### src/rtl/vga_timing_generator.sv
// 640x480@60 VGA raster timing: pixel divider, H/V counters, blanked and sync-aligned color.
// Latency: HSync/VSync/Active/ColorOut lag PixelX/PixelY by one pixel period; no backpressure (free-running raster).
// Optional VGA_TEST_PATTERN_EN: TestMode=1 swaps PixelColor for eight vertical color bars.
module vga_timing_generator #(
  parameter int CLK_DIV  = 4,
  parameter int H_ACTIVE = 640,
  parameter int H_FP     = 16,
  parameter int H_SYNC   = 96,
  parameter int H_BP     = 48,
  parameter int V_ACTIVE = 480,
  parameter int V_FP     = 10,
  parameter int V_SYNC   = 2,
  parameter int V_BP     = 33
) (
  input  logic        Clock,
  input  logic        Reset,
  input  logic        TestMode,
  input  logic [11:0] PixelColor,
  output logic [9:0]  PixelX,
  output logic [9:0]  PixelY,
  output logic        PixelTick,
  output logic        HSync,
  output logic        VSync,
  output logic        Active,
  output logic [11:0] ColorOut,
  output logic        FrameStart
);

  localparam int H_TOTAL = H_ACTIVE + H_FP + H_SYNC + H_BP;
  localparam int V_TOTAL = V_ACTIVE + V_FP + V_SYNC + V_BP;
  localparam int DIV_W   = (CLK_DIV > 1) ? $clog2(CLK_DIV) : 1;

  localparam logic [DIV_W-1:0] DIV_LAST = DIV_W'(CLK_DIV - 1);
  localparam logic [9:0]  H_LAST   = 10'(H_TOTAL - 1);
  localparam logic [9:0]  V_LAST   = 10'(V_TOTAL - 1);
  // 11-bit bounds so a sync end landing exactly on 1024 still compares correctly
  localparam logic [10:0] H_VIS    = 11'(H_ACTIVE);
  localparam logic [10:0] V_VIS    = 11'(V_ACTIVE);
  localparam logic [10:0] HS_START = 11'(H_ACTIVE + H_FP);
  localparam logic [10:0] HS_END   = 11'(H_ACTIVE + H_FP + H_SYNC);
  localparam logic [10:0] VS_START = 11'(V_ACTIVE + V_FP);
  localparam logic [10:0] VS_END   = 11'(V_ACTIVE + V_FP + V_SYNC);

  logic [DIV_W-1:0] div_q;
  logic [DIV_W-1:0] div_nxt;
  logic             h_wrap;
  logic             v_wrap;
  logic             active_nxt;
  logic             hsync_nxt;
  logic             vsync_nxt;
  logic [11:0]      color_src;

  always_comb begin
    div_nxt    = (div_q == DIV_LAST) ? '0 : div_q + DIV_W'(1);
    h_wrap     = (PixelX == H_LAST);
    v_wrap     = (PixelY == V_LAST);
    active_nxt = ({1'b0, PixelX} < H_VIS) && ({1'b0, PixelY} < V_VIS);
    hsync_nxt  = !(({1'b0, PixelX} >= HS_START) && ({1'b0, PixelX} < HS_END));
    vsync_nxt  = !(({1'b0, PixelY} >= VS_START) && ({1'b0, PixelY} < VS_END));
  end

`ifdef VGA_TEST_PATTERN_EN
  localparam int BAR_W = (H_ACTIVE / 8 > 0) ? H_ACTIVE / 8 : 1;

  logic [9:0]  bar_idx;
  logic [11:0] bar_color;

  assign bar_idx = PixelX / 10'(BAR_W);

  always_comb begin
    bar_color = 12'h000;
    case (bar_idx)
      10'd0:   bar_color = 12'hFFF;
      10'd1:   bar_color = 12'hFF0;
      10'd2:   bar_color = 12'h0FF;
      10'd3:   bar_color = 12'h0F0;
      10'd4:   bar_color = 12'hF0F;
      10'd5:   bar_color = 12'hF00;
      10'd6:   bar_color = 12'h00F;
      default: bar_color = 12'h000;
    endcase
  end

  assign color_src = TestMode ? bar_color : PixelColor;
`else
  logic unused_testmode;
  assign unused_testmode = TestMode;
  assign color_src       = PixelColor;
`endif

  // PixelTick is registered as (next divider == last) so it equals (divider == last) outside reset
  always_ff @(posedge Clock) begin
    if (Reset) begin
      div_q      <= '0;
      PixelTick  <= 1'b0;
      PixelX     <= '0;
      PixelY     <= '0;
      HSync      <= 1'b1;
      VSync      <= 1'b1;
      Active     <= 1'b0;
      ColorOut   <= '0;
      FrameStart <= 1'b0;
    end else begin
      div_q      <= div_nxt;
      PixelTick  <= (div_nxt == DIV_LAST);
      FrameStart <= 1'b0;
      if (PixelTick) begin
        PixelX <= h_wrap ? '0 : PixelX + 10'd1;
        if (h_wrap) begin
          PixelY <= v_wrap ? '0 : PixelY + 10'd1;
        end
        HSync      <= hsync_nxt;
        VSync      <= vsync_nxt;
        Active     <= active_nxt;
        ColorOut   <= active_nxt ? color_src : 12'h000;
        FrameStart <= h_wrap && v_wrap;
      end
    end
  end

endmodule

### config.mk
export PLATFORM = sky130hd
export DESIGN_NAME = vga_timing_generator
export DESIGN_NICKNAME = d
export VERILOG_FILES = /design/src/rtl/vga_timing_generator.sv
export SDC_FILE = /design/constraint.sdc
export NUM_CORES = 1
export LEC_CHECK = 0
export ABC_AREA = 1
export CAP_MARGIN = 20
export CORE_MARGIN = 2
export CORE_UTILIZATION = 45
export CTS_BUF_LIST = sky130_fd_sc_hd__clkbuf_4
export DETAILED_ROUTE_END_ITERATION = 8
export MAX_ROUTING_LAYER = met4
export PLACE_DENSITY = 0.87
export SYNTH_ARGS = -nofsm -noshare
export SYNTH_HDL_FRONTEND = slang
export SYNTH_SLANG_ARGS = --single-unit
### constraint.sdc
create_clock -name Clock -period 3.55 [get_ports Clock]
set_clock_uncertainty 0.2 [all_clocks]
set_input_delay 0.71 -clock Clock [delete_from_list [all_inputs] [get_ports Clock]]
set_output_delay 0.71 -clock Clock [all_outputs]
set_load 0.02 [all_outputs]
==> results.cfg <==
[outcome]
status = finished, final reports clean

[floorplan]
row_count = 23
core_um2 = 3940
dieArea_um2 = 4550
start_util_pct = 45.9
die_h_um = 67.4
ios = 52
fp.dieW_um = 67.4

[synth]
syn_avg_cell_area_um2 = 7.36
synth_cell_types = 29
synth-seq-area-share_pct = 43.1
synth_top_cell_area_share_pct = 43.1
synthesis.area_um2 = 1810
ys_seq_elements = 39
synth_area_leader_cell = dfxtp_1
synthTopCellsByArea = dfxtp_1 (43%), nand2_1 (10%), a21oi_1 (6.9%), nand3_1 (6.9%), nor2_1 (6.6%)
syn_nets = 267
syn_inst = 246
yosysWarnings = 0

[placement]
hpwl_mm = 2.92
io_buffers = 50
place.gp.congestion = 0.888
placed_area_um2 = 2330

[clocking]
cts-root-buf = clkbuf_4
cts_buffer_depth = 2
cts-htree-levels = 2
cts_buffers = 5
numClockSinks = 39
cts_tree = yes
cts_hold_buf = 0
clkTransAtPathRegs_ps = 130
clock_latency_ps = 360
postCtsSetupRepairBufs = 0
cts_resized = 0

[grt]
grt_pass1_vias = 1504
grt_max_degree = 27
grt_util_all_layers_pct = 19.6
antenna_found_initial = 0
grt_pass1_wl_mm = 6.58
gr-total-overflow = 0

[drt]
ant_nets = 0
vias_per_cell = 5.17
firstDrtPassIters = 4
wl_per_cell_um = 11.4
drc = 0
vias = 1789
drt_first_iter_violations = 99
drt_wl_total_mm = 3.94

[critical_path]
ff2ff_path_depth = 8
cpPeakStageDelay_ps = 680
worst-path-buf-inv = 1
arrival_ps = 1590
cp-end-kind = primary output
critPathRequiredTime_ps = 2640
cpLargestDelayFamily = buffers and inverters
cp_slowest_cell = clkdlybuf4s50_1
crit_type = reg2out
startpoint_type = flip-flop
worstPathMaxFanout = 10
cp.depth = 1
startpoint = PixelTick
crit-reg2reg-launch = PixelX[1]
crit_chain = clkdlybuf4s50_1

[sta]
max_freq_ghz = 0.400
min_period_over_period_pct = 70.5
tns_ps = 0
slew_headroom_pct = 43.7
setup_viol = 0
slew_viol_final = 0
rsz0062_at_grt = false
hold_viol = 0
fin_crit_ps = 2500
tightest_slew_ps = 841

[cells_and_area]
final_cell_mix = nand2_1 (50), clkdlybuf4s50_1 (50), dfxtp_1 (39)
antenna_cells = 0
syn_to_final_growth_pct = 32.3
fin_area_um2 = 2390
final_nets = 316
layout-drive-gt1-share_pct = 8.78

[power]
comb_power_share_pct = 10.7
ir_worst_vdd_v = 0.000264
p_leak_nw = 0.791
pwr-share-clk_pct = 30.5
internal-power_w = 0.000571
pwr-share-seq_pct = 58.7
p_sw_share_pct = 27.1
power.density_nw_per_um2 = 327
p_switching_w = 0.000213

[worst_hold_path]
min_path_cells = 1
hold_path_class = reg2reg
hold_start = div_q[0]

[job]
drv_cap = 0
worst paths after layout:
check                                 end  slack [ps]
worst min register to register   div_q[0]         260
worst max-delay path            PixelTick        1050
worst min-delay path             div_q[0]         260
worst max register to register  PixelY[3]        1600
power groups by stage:
stage / registers [W] / logic, W / clock network [W]
2_1_floorplan: 0.000480 / 0.0000344 / 0
3_3_place_gp: 0.000470 / 0.0000832 / 0
3_5_place_dp: 0.000470 / 0.0000850 / 0
4_1_cts: 0.000460 / 0.0000854 / 0.000244
5_1_grt: 0.000462 / 0.0000922 / 0.000263
6_report: 0.000460 / 0.0000841 / 0.000239
routing by layer:
metal,track usage (%),up-vias,share of wire [%]
li1,-,900,-
met1,24.8,828,45
met2,29.5,52,47
met3,5.50,9,5.7
met4,8.16,0,1.8
met5,-,-,0
state kept, by name (all words and copies together) (netlist names):
name	count
HSync	1
PixelTick	1
PixelX	10
FrameStart	1
PixelY	10
Active	1
ColorOut	12
VSync	1
div_q	2
cell usage after synthesis:
cell type,instances
buf_2,3
xor2_1,2
buf_4,1
clkbuf_1,4
a21oi_1,25
ha_1,6
nand3_1,25
buf_6,1
nand3b_2,1
nor3b_1,1
nor2_4,2
o21ai_0,3
nor2_1,32
nor3_1,7
dfxtp_1,39
nand2_2,3
nand4_1,3
inv_2,4
a21oi_2,2
o22ai_1,2
o21ai_1,1
a211oi_1,1
inv_1,20
o211ai_1,1
nand3_2,2
nand3b_1,2
nand2_1,50
nor2_2,1
nor3_2,2
per-stage QoR:
step / instances / setup WS [ps] / hold WS [ps] / utilization, % / total power (W)
6_report: 346 / 1050 / 262 / 60.7 / 0.000784
5_1_grt: 346 / 962 / 291 / 60.7 / 0.000818
4_1_cts: 346 / 1020 / 264 / 60.7 / 0.000790
3_5_place_dp: 338 / 1250 / 245 / 59.2 / 0.000555
3_3_place_gp: 338 / 1260 / 236 / 59.2 / 0.000553
2_1_floorplan: 246 / 1800 / 228 / - / 0.000514
final cells by class:
cell class | count | area (um2)
Tap cell | 50 | 62.6
Multi-Input combinational cell | 174 | 891
Sequential cell | 39 | 781
Inverter | 24 | 90.1
Fill cell | 368 | 1550
Timing Repair Buffer | 51 | 508
Clock inverter | 3 | 25.0
Clock buffer | 5 | 37.5
cell families (layout without fill, tap and decap cells):
group           Yosys count  count (layout)  share of synthesized area [%]
compound gates           35              35                           10.5
xor+xnor                  2               2                          0.968
fa+ha+maj                 6               6                           4.15
buf+inv                  33              83                           7.67
flops                    39              39                           43.1
simple gates            131             131                           33.6
No activity file was read; power rests on OpenSTA's default activity.
